===== config.mk =====
export PLATFORM = sky130hd
export DESIGN_NAME = fifo_ctrl
export DESIGN_NICKNAME = d
export VERILOG_FILES = /design/src/rtl/fifo_pkg.sv /design/src/rtl/fifo_ptr.sv /design/src/rtl/fifo_ctrl.sv
export SDC_FILE = /design/constraint.sdc
export NUM_CORES = 1
export LEC_CHECK = 0
export ABC_AREA = 1
export BUFFER_PORTS_ARGS = -buffer_cell sky130_fd_sc_hd__buf_2
export CAP_MARGIN = 30
export CORE_UTILIZATION = 48
export CTS_BUF_LIST = sky130_fd_sc_hd__clkbuf_4 sky130_fd_sc_hd__clkbuf_8 sky130_fd_sc_hd__clkbuf_16
export DETAILED_ROUTE_END_ITERATION = 10
export PLACE_DENSITY = 0.79
export SYNTH_ARGS = -nofsm -noshare
export SYNTH_HDL_FRONTEND = slang
export SYNTH_SLANG_ARGS = --single-unit

===== constraint.sdc =====
create_clock -name clk -period 2.19 [get_ports clk]
set_clock_uncertainty 0.2 [all_clocks]
set_input_delay 0.438 -clock clk [delete_from_list [all_inputs] [get_ports clk]]
set_output_delay 0.438 -clock clk [all_outputs]
set_load 0.02 [all_outputs]

===== src/rtl/fifo_pkg.sv =====
// Shared definitions for the FIFO control slice: default pointer width,
// depth and the request/acknowledge FSM encoding.
package fifo_pkg;

  localparam int DEF_ADDR_W = 3;
  localparam int DEPTH      = 2 ** DEF_ADDR_W;

  typedef enum logic [2:0] {
    INIT        = 3'd0,
    NO_OP       = 3'd1,
    WRITE       = 3'd2,
    WR_ERROR    = 3'd3,
    READ        = 3'd4,
    RD_ERROR    = 3'd5,
    RDWR        = 3'd6,
    RD_WR_ERROR = 3'd7
  } state_e;

endpackage


===== src/rtl/fifo_ptr.sv =====
// Wrapping pointer for the FIFO register file; advances by one when enabled
// and rolls over naturally at 2**ADDR_W.
module fifo_ptr #(
  parameter int ADDR_W = 3
) (
  input  logic              i_clk,
  input  logic              i_reset,
  input  logic              i_inc,
  output logic [ADDR_W-1:0] o_ptr
);

  logic [ADDR_W-1:0] r_ptr;

  always_ff @(posedge i_clk) begin
    if (i_reset) begin
      r_ptr <= '0;
    end else if (i_inc) begin
      r_ptr <= r_ptr + ADDR_W'(1);
    end else begin
      r_ptr <= r_ptr;
    end
  end

  assign o_ptr = r_ptr;

endmodule


===== src/rtl/fifo_ctrl.sv =====
// Control stage for the 8 x 32 FIFO: register-file addressing, occupancy
// tracking and per-request acknowledge/error reporting.
module fifo_ctrl
  import fifo_pkg::*;
#(
  parameter int ADDR_W = DEF_ADDR_W
) (
  input  logic              clk,
  input  logic              reset,
  input  logic              wr_en,
  input  logic              rd_en,
  output logic              we,
  output logic [ADDR_W-1:0] wr_addr,
  output logic [ADDR_W-1:0] rd_addr,
  output logic              full,
  output logic              empty,
  output logic [ADDR_W:0]   data_count,
  output logic              wr_ack,
  output logic              wr_err,
  output logic              rd_ack,
  output logic              rd_err
);

  localparam logic [ADDR_W:0] FULL_CNT = (ADDR_W + 1)'(2 ** ADDR_W);

  logic [ADDR_W:0] r_count;
  state_e          r_state;
  state_e          w_state_nxt;
  logic            w_full;
  logic            w_empty;
  logic            w_push_ok;
  logic            w_pop_ok;

  assign w_full    = (r_count == FULL_CNT);
  assign w_empty   = (r_count == (ADDR_W + 1)'(0));
  // A pop frees the slot a push into a full FIFO needs, so push may ride on it.
  assign w_pop_ok  = rd_en & ~w_empty;
  assign w_push_ok = wr_en & (~w_full | w_pop_ok);

  fifo_ptr #(.ADDR_W(ADDR_W)) u_head (
    .i_clk   (clk),
    .i_reset (reset),
    .i_inc   (w_push_ok),
    .o_ptr   (wr_addr)
  );

  fifo_ptr #(.ADDR_W(ADDR_W)) u_tail (
    .i_clk   (clk),
    .i_reset (reset),
    .i_inc   (w_pop_ok),
    .o_ptr   (rd_addr)
  );

  always_ff @(posedge clk) begin
    if (reset) begin
      r_count <= '0;
    end else begin
      case ({w_push_ok, w_pop_ok})
        2'b10:   r_count <= r_count + (ADDR_W + 1)'(1);
        2'b01:   r_count <= r_count - (ADDR_W + 1)'(1);
        default: r_count <= r_count;
      endcase
    end
  end

  always_ff @(posedge clk) begin
    if (reset) begin
      r_state <= INIT;
    end else begin
      r_state <= w_state_nxt;
    end
  end

  // Both requested: push can only fail when full, and then the pop succeeds.
  always_comb begin
    w_state_nxt = NO_OP;
    case ({wr_en, rd_en})
      2'b00: w_state_nxt = NO_OP;
      2'b10: begin
        if (w_push_ok) begin
          w_state_nxt = WRITE;
        end else begin
          w_state_nxt = WR_ERROR;
        end
      end
      2'b01: begin
        if (w_pop_ok) begin
          w_state_nxt = READ;
        end else begin
          w_state_nxt = RD_ERROR;
        end
      end
      2'b11: begin
        if (w_pop_ok) begin
          w_state_nxt = RDWR;
        end else begin
          w_state_nxt = RD_WR_ERROR;
        end
      end
      default: w_state_nxt = NO_OP;
    endcase
  end

  always_comb begin
    wr_ack = 1'b0;
    wr_err = 1'b0;
    rd_ack = 1'b0;
    rd_err = 1'b0;
    case (r_state)
      WRITE:       wr_ack = 1'b1;
      WR_ERROR:    wr_err = 1'b1;
      READ:        rd_ack = 1'b1;
      RD_ERROR:    rd_err = 1'b1;
      RDWR: begin
        wr_ack = 1'b1;
        rd_ack = 1'b1;
      end
      RD_WR_ERROR: begin
        wr_ack = 1'b1;
        rd_err = 1'b1;
      end
      default: begin
        wr_ack = 1'b0;
        wr_err = 1'b0;
        rd_ack = 1'b0;
        rd_err = 1'b0;
      end
    endcase
  end

  assign we         = w_push_ok & ~reset;
  assign full       = w_full;
  assign empty      = w_empty;
  assign data_count = r_count;

endmodule


# ---- Word-level counts from Yosys, hierarchy flattened
# Cells that the tools add are included.
dict set report word_totals {
  reg_bits 13
  input_bits 4
  output_inout_bits 17
  wordCells 42
}
dict set report classes {
  addsub 4
  n_eq_ne 12
  n_mux 9
  bitwise_logic 7
  n_reduce_logical 6
}
# op n
set ops {}
lappend ops {{3-bit equality test, second input constant} 4}
lappend ops {{3-bit case mux with 4 select lines} 1}
lappend ops {{4-bit case mux with 2 select lines} 1}
lappend ops {{1-bit 2-to-1 mux} 7}
lappend ops {{3-bit by 1-bit adder with 3-bit output, second input constant} 2}
lappend ops {{2-bit equality test, second input constant} 3}
lappend ops {{3-bit by 2-bit equality test with 1-bit output, second input constant} 2}
lappend ops {{4-bit by 1-bit adder with 4-bit output, second input constant} 1}
lappend ops {{2-bit by 1-bit equality test with 1-bit output, second input constant} 2}
lappend ops {{4-bit equality test, second input constant} 1}
lappend ops {{4-bit logical NOT} 1}
lappend ops {{2-bit OR reduction} 2}
lappend ops {{4-bit by 1-bit subtractor with 4-bit output, second input constant} 1}
lappend ops {{1-bit bitwise AND} 3}
lappend ops {{1-bit inverter} 3}
lappend ops {{3-bit OR reduction} 1}
lappend ops {{2-bit logical NOT} 1}
lappend ops {{2-bit nonzero test} 1}
lappend ops {{1-bit bitwise OR} 1}

# ---- Depth between registers and ports, before layout
# Gate-level depths: netlist (run 1).
dict set report logic_depth {
  depth_word 7
  depth_mapped 11
  ltp_nobuf 11
}

# ---- Modules after synthesis
# Synthesis (run 1) repeated with hierarchy kept, for this count alone.
dict set report unflattened {
  cells_unflattened 99
  hier_area_um2 742.0
}
# module instances cells_per_inst area_per_inst_um2 seq_area_each_um2
set by_module_without_submodules {}
lappend by_module_without_submodules {fifo_ctrl 1 65 491.7 140.1}
lappend by_module_without_submodules {fifo_ptr 2 17 125.1 60.1}

# ---- Least setup slack after synthesis (run 1)
# Ideal clock, no wire load.
dict set report synth_timing {
  path_type {reg2reg}
  start {reg r_count[3] (netlist: data_count[3])}
  end {reg r_count[3] (netlist: data_count[3])}
  setup_ns 0.115
  t_arrival_ns 1.684
  t_required_ns 1.875
  setup_slack_ns 0.191
  stages_incl_launch_ff 12
  path_buffers 0
  period_less_slack_ns 1.999
  path_cell_list {dfxtp_1 nor2_1 nand2_2 nand3_2 inv_1 ha_1 a21oi_1 nand3_1 nand2_2 nand3_1 nand2_1 nor2_1}
}
dict set report synth_between {
  elab_chain_len 7
  elab_cells_between_ends 13
  classes_between {add/sub (2); eq/ne (3); mux (1); bitwise (5); reduce/logical (2)}
}
# item line
set synth_rtl {}
lappend synth_rtl {{start, declared} fifo_ctrl.sv:26} ;# logic [ADDR_W:0] r_count;
lappend synth_rtl {{start signal, assigned} fifo_ctrl.sv:59} ;# 2'b10: r_count <= r_count + (ADDR_W + 1)'(1);
lappend synth_rtl {{start signal, assigned} fifo_ctrl.sv:60} ;# 2'b01: r_count <= r_count - (ADDR_W + 1)'(1);
lappend synth_rtl {{start signal, assigned} fifo_ctrl.sv:61} ;# default: r_count <= r_count;
lappend synth_rtl {{4-bit logical NOT} fifo_ctrl.sv:35} ;# assign w_empty = (r_count == (ADDR_W + 1)'(0));
lappend synth_rtl {{1-bit inverter} fifo_ctrl.sv:37} ;# assign w_pop_ok = rd_en & ~w_empty;
lappend synth_rtl {{1-bit bitwise AND} fifo_ctrl.sv:37}
lappend synth_rtl {{1-bit bitwise OR} fifo_ctrl.sv:38} ;# assign w_push_ok = wr_en & (~w_full | w_pop_ok);
lappend synth_rtl {{1-bit bitwise AND} fifo_ctrl.sv:38}
lappend synth_rtl {{2-bit by 1-bit equality test with 1-bit output / 2-bit equality test (equally long branches)} fifo_ctrl.sv:58} ;# case ({w_push_ok, w_pop_ok})
lappend synth_rtl {{4-bit case mux with 2 select lines / 2-bit nonzero test (equally long branches)} n/a}
# Parallel ways exist; a longest one is shown, timed or not.
# A chain may end at the register's enable or synchronous reset.

# ---- Worst setup path after layout (run 1)
# Same ends and word-level chain as after synthesis.

==> qor.yml, run 1 <==
placed_design:
  io_buffers: 20
  finalWeightedCongestion: 0.795
  numPlacedInstances: 126
  place_hpwl_um: 1070
synthesis:
  synth.distinct_cells: 22
  yosysWarnings: 0
  ys_seq_area_share_pct: 36.9
  syn_nets: 99
  synth_top_area_share_pct: 36.9
  netlist_area_um2: 706
  synth_top_area_cell: "dfxtp_1"
  ys_async_sr_fraction_pct: 0
  synth.avg_cell_area_um2: 7.84
  synth_enable_flop_cells: 0
  ys_top_cells_by_area: "dfxtp_1, ha_1, inv_1"
  synth_top_flop_cell: "dfxtp_1"
  synthTopCellsByCount: "dfxtp_1, inv_1, nand2_1"
  syn_inst: 90
  ys_ff_latch: 13
clock_network:
  clkLatencyLatePin_ps: 270
  cts-resized-gates: 0
  cts_max_path_buffers: 2
  clock-sinks: 13
  numCtsBuffers: 3
  post-cts-setup-buffer-count: 0
  ctsHoldBuffers: 0
  clockRootBuffer: "clkbuf_4"
  cts_tree: "built"
  clkSlewWorstSetupHoldPaths_ps: 80
  ctsHtreeMaxLevel: 1
worst_setup_path:
  cp_cell_sequence: "nor2_1 -> nand2_2 -> nand3_2 -> inv_1 -> ha_1 -> a21oi_1 -> nand3_1 -> nand2_2 -> nand3_1 -> nand2_1 -> nor2_1"
  r2r_start: "data_count[3]$_SDFFE_PP0P_"
  worst_ep_required_time_ps: 2170
  worstPathArrival_ps: 1930
  cp_slowest_cell: "dfxtp_1"
  critPathKind: "reg -> reg"
  worstSetupStartpointType: "flip-flop"
  worst-path-max-fanout: 6
  end_kind: "flip-flop"
  slowest_delay_ps: 360
  startpoint: "data_count[3]$_SDFFE_PP0P_"
flow_run:
  drv_cap: 0
cells_and_area:
  utilization_pct: 64.6
  layout-drive-gt1-share_pct: 33.0
  area_growth_pct: 22.2
  fill_cells: 133
  instances_no_fill: 130
  antenna_cells_inserted: 0
  final_nets: 125
global_route:
  grt_max_degree: 9
  overflow: 0
  track_usage_pct: 21.3
  grt_pass1_wl_um: 2210
  grt_pass1_vias: 519
  antenna_found_initial: 0
min_path:
  hp-class: "in -> reg"
  hold_start: "reset"
timing:
  finalHoldViolations: 0
  slew_headroom_pct: 82.3
  slew_viol_final: 0
  rsz0062_at_grt: "false"
  setup_viol: 0
  period_needed_ps: 1950
  fmax_ghz: 0.512
  period_share_pct: 89.2
  fin_setup_tns_ps: 0
  worstMarginPinSlew_ps: 265
drt:
  wirelength_um: 1350
  wire_per_inst_um: 10.3
  drt_iter0_drc: 4
  via_per_inst: 4.92
  ant_nets: 0
  drc: 0
  firstDrtPassIters: 4
  routed-via-count: 640
floorplan:
  dieWidth_um: 40.3
  fp-row-count: 13
  core_region_area_mm2: 0.00133
  dieHeight_um: 40.3
  die_area_mm2: 0.00163
  io_pins: 21
  initial_core_util_pct: 52.9
power_and_ir_drop:
  total_power_mw: 1.14
  ir_worst_vdd_mv: 0.695
  powerDensity_mw_per_mm2: 1330
  leakagePower_nw: 0.480
outcome:
  status: "finished clean"
[cell families (layout without fill, tap and decap cells)]
kind of cell               count (synthesis)  after routing  synth area share [%]
DFF                                       13             13                  36.9
xor gates and xnor gates                   2              2                  2.48
adders and majority gates                  5              5                  9.93
and+or+nand+nor                           41             41                  31.0
AOI/OAI and AO/OA                         14             14                  11.7
buffers and inverters                     15             40                  7.98
[final cells by class]
class	count	area, um^2	share of cell area (%)
Clock buffer	4	30.0	3.48
Inverter	15	56.3	6.53
Multi-Input combinational cell	62	389	45.1
Sequential cell	13	260	30.2
Tap cell	15	18.8	2.18
Timing Repair Buffer	21	108	12.5
[sequential cells by signal, indices dropped and copies added, names as in the netlist]
signal / cells
data_count: 4
u_head.o_ptr: 3
r_state: 3
u_tail.o_ptr: 3
[metal layers]
layer	global-route usage (%)	wire length [um]
met1	26.0	648
met5	0	0
met2	32.5	601
met4	15.0	39
met3	5.00	56
[power by group]
group | total, mW | switching, mW | internal, mW
Sequential | 0.371 | 0.0733 | 0.298
Clock | 0.162 | 0.0786 | 0.0829
Combinational | 0.611 | 0.393 | 0.218
[worst max-delay path: cells and delay by family (launching register included)]
family / cells / cell delay, ps
AO/OA/AOI/OAI: 1 / 210
adder cells (fa/ha/maj): 1 / 310
buffers and inverters: 1 / 60
flip-flops: 1 / 360
AND/OR/NAND/NOR: 8 / 710
[cells in the final DEF (no fill, tap or decap), drive strengths merged]
master,Yosys,final
buf,0,21
nand2,17,17
inv,15,15
dfxtp,13,13
nor2,13,13
nand3,10,10
a21oi,8,8
ha,4,4
clkbuf,0,4
o21ai,4,4
xor2,2,2
a21boi,1,1
nand4,1,1
a211oi,1,1
fa,1,1
[worst paths after layout]
path / to / slack [ps] / depth (start not counted)
setup reg to reg: data_count[3]$_SDFFE_PP0P_ / 240 / 11
hold / removal: data_count[0]$_SDFFE_PP0P_ / 180 / 2
hold reg to reg: u_tail.o_ptr[2]$_SDFFE_PP0N_ / 260 / 2
setup / recovery: data_count[3]$_SDFFE_PP0P_ / 240 / 11
[through the flow]
stage          area [um^2]  hold slack, ps  worst slack (ps)
6_report               862             183               238
4_1_cts                862             182               231
3_3_place_gp           832             243               243
5_1_grt                862             185               107
2_1_floorplan          706             300               191
3_5_place_dp           832             252               194
Power figures use the tool's default switching activity.
==> run 2: changes to the inputs <==
==> constraint.sdc (replaced) <==
create_clock -name clk -period 2.19 [get_ports clk]
set_clock_uncertainty 0.2 [all_clocks]
set_input_delay 0.219 -clock clk [delete_from_list [all_inputs] [get_ports clk]]
set_output_delay 0.219 -clock clk [all_outputs]
set_load 0.02 [all_outputs]
==> run 2 against run 1 <==
Net effect:
- largest cell class unchanged
- register-to-register slack worse by 110 ps
- sequential power hardly changed
- count of clock-buffer cells in the layout down 1
- total power shrank 0.63%
- critical path depth stayed put
- non-clock buffer count is 1 higher
- hold slack got worse by 120 ps
- design area increased by 0.87%
- critical endpoint unchanged
==> qor.yml, run 2 (synthesized netlist as in run 1, its figures left out) <==
floorplan:
  io_pins: 21  # unchanged
  fp-row-count: 13  # unchanged
  dieWidth_um: 40.3  # unchanged
  core_region_area_mm2: 0.00133  # unchanged
  initial_core_util_pct: 52.9  # unchanged
  die_area_mm2: 0.00163  # unchanged
  dieHeight_um: 40.3  # unchanged
power_and_ir_drop:
  p_switching_mw: 0.550  # was 0.545 mW
  power_frac_clock_pct: 12.5  # was 14.1%
  leakagePower_nw: 0.484  # was 0.480 nW
  pwr-share-seq_pct: 32.4  # was 32.5%
  ir_worst_vdd_mv: 0.851  # was 0.695 mV
  powerDensity_mw_per_mm2: 1310  # was 1330 mW/mm^2
  internal-power_mw: 0.586  # was 0.599 mW
  total_power_mw: 1.14  # about the same
  pwr-share-comb_pct: 55.1  # was 53.4%
  switching_share_pct: 48.4  # was 47.6%
clock_network:
  cts_tree: "built"  # unchanged
  numCtsBuffers: 3  # unchanged
  clockRootBuffer: "clkbuf_4"  # unchanged
  post-cts-setup-buffer-count: 0  # unchanged
  cts-resized-gates: 0  # unchanged
  clkLatencyLatePin_ps: 260  # was 270 ps
  ctsHoldBuffers: 1  # was 0
  ctsHtreeMaxLevel: 1  # unchanged
  cts_max_path_buffers: 2  # unchanged
  clkSlewWorstSetupHoldPaths_ps: 80  # about the same
  clock-sinks: 13  # unchanged
worst_setup_path:
  startpoint: "data_count[0]$_SDFFE_PP0P_"  # was data_count[3]$_SDFFE_PP0P_
  worst-path-max-fanout: 5  # was 6
  worst_ep_required_time_ps: 2150  # was 2170 ps
  cp_cell_sequence: "nor2_4 -> nand2_2 -> nand3_2 -> inv_1 -> ha_1 -> a21oi_1 -> nand3_1 -> nand2_2 -> nand3_1 -> nand2_1 -> nor2_1"  # was nor2_1 -> nand2_2 -> nand3_2 -> inv_1 -> ha_1 -> a21oi_1 -> nand3_1 -> nand2_2 -> nand3_1 -> nand2_1 -> nor2_1
  r2r_slack_ps: 130  # was 240 ps
  end_kind: "flip-flop"  # unchanged
  timing.rr.end: "data_count[3]$_SDFFE_PP0P_"  # unchanged
  critPathKind: "reg -> reg"  # unchanged
  crit_family: "simple AND/OR/NAND/NOR gates"  # unchanged
  rr_worst_depth: 11  # unchanged
  r2r_start: "data_count[0]$_SDFFE_PP0P_"  # was data_count[3]$_SDFFE_PP0P_
  worstSetupStartpointType: "flip-flop"  # unchanged
  cp_slowest_cell: "dfxtp_1"  # unchanged
  endpoint: "data_count[3]$_SDFFE_PP0P_"  # unchanged
  path_buf_inv: 1  # unchanged
  slowest_delay_ps: 450  # was 360 ps
  worstPathArrival_ps: 2020  # was 1930 ps
  cp.depth: 11  # unchanged
drt:
  drt_iter0_drc: 15  # was 4
  drc: 0  # unchanged
  routed-via-count: 653  # was 640
  ant_nets: 0  # unchanged
  firstDrtPassIters: 4  # unchanged
  wire_per_inst_um: 11.0  # was 10.3 um
  via_per_inst: 4.98  # was 4.92
  wirelength_um: 1440  # was 1350 um
global_route:
  grt_pass1_vias: 485  # was 519
  grt_pass1_wl_um: 2140  # was 2210 um
  overflow: 0  # unchanged
  antenna_found_initial: 0  # unchanged
  grt_max_degree: 9  # unchanged
  track_usage_pct: 19.6  # was 21.3%
cells_and_area:
  area_growth_pct: 23.2  # was 22.2%
  layout_commonest_cell: "buf_2"  # unchanged
  antenna_cells_inserted: 0  # unchanged
  final_nets: 126  # was 125
  largest_register_ffs: 4  # unchanged
  final_cell_mix: "buf_2, inv_1, dfxtp_1"  # unchanged
  layout-drive-gt1-share_pct: 32.8  # was 33.0%
  utilization_pct: 65.2  # was 64.6%
timing:
  finalHoldViolations: 0  # unchanged
  period_share_pct: 94.2  # was 89.2%
  period_needed_ps: 2060  # was 1950 ps
  fin_setup_tns_ps: 0  # unchanged
  setup_viol: 0  # unchanged
  slew_viol_final: 0  # unchanged
  worstMarginPinSlew_ps: 273  # was 265 ps
  slew_headroom_pct: 81.8  # was 82.3%
  fmax_ghz: 0.485  # was 0.512 GHz
  rsz0062_at_grt: "false"  # unchanged
placed_design:
  io_buffers: 20  # unchanged
  finalWeightedCongestion: 0.748  # was 0.795
  place_hpwl_um: 1140  # was 1070 um
min_path:
  hp-class: "in -> reg"  # unchanged
flow_run:
  drv_cap: 0  # unchanged
outcome:
  status: "finished clean"  # unchanged
## run 2: cell type report
cell class	count	area, um^2
Multi-Input combinational cell	62	389
Inverter	15	56.3
Fill cell	123	464
Sequential cell	13	260
Tap cell	15	18.8
Clock buffer	3	22.5
Clock inverter	1	5.00
Timing Repair Buffer	22	118
## run 2: worst reg2reg max path, delay by kind of cell, from the launching register on
kind                       cells  cell delay [ps]
AOI/OAI and AO/OA              1              220
adders and majority gates      1              270
DFF                            1              450
and+or+nand+nor                8              700
buffers and inverters          1              130
## run 2: worst min path at each step
stage                                       startpoint                           end  slack (ps)  depth (start not counted)
after global placement    u_tail.o_ptr[2]$_SDFFE_PP0N_  u_tail.o_ptr[2]$_SDFFE_PP0N_         240                          2
final                                            rd_en         r_state[2]$_SDFF_PP0_          60                          3
after detailed placement  u_tail.o_ptr[2]$_SDFFE_PP0N_  u_tail.o_ptr[2]$_SDFFE_PP0N_         260                          2
after CTS                                        rd_en         r_state[2]$_SDFF_PP0_          60                          3
after floorplan                                  reset    data_count[0]$_SDFFE_PP0P_          80                          1
after global routing                             rd_en         r_state[2]$_SDFF_PP0_          80                          3
## run 2: through the flow
step / hold WS [ps] / cells / worst slack (ps) / cell area [um^2]
floorplan: 81.4 / 90 / 191 / 706
global placement: 244 / 126 / 236 / 832
detailed placement: 256 / 126 / 141 / 832
CTS: 63.6 / 131 / 120 / 870
global route: 82.3 / 131 / 26.1 / 870
finish: 64.8 / 131 / 127 / 870
## run 2: power by group through the flow
| stage | sequential (mW) | clock [mW] | combinational [mW] |
|---|---|---|---|
| after floorplan | 0.432 | 0 | 0.392 |
| after global placement | 0.367 | 0 | 0.605 |
| after detailed placement | 0.373 | 0 | 0.623 |
| after CTS | 0.368 | 0.146 | 0.629 |
| after global routing | 0.375 | 0.162 | 0.688 |
| final | 0.368 | 0.142 | 0.626 |
## run 2: metal layers
| metal | share of wire [%] | up-vias | wire length [um] | GRT usage [%] |
|---|---|---|---|---|
| li1 | - | 342 | - | - |
| met1 | 47 | 291 | 675 | 25.8 |
| met2 | 47 | 18 | 675 | 32.5 |
| met3 | 5.1 | 2 | 74 | 3.33 |
| met4 | 0.84 | 0 | 12 | 5.00 |
| met5 | 0 | - | 0 | 0 |
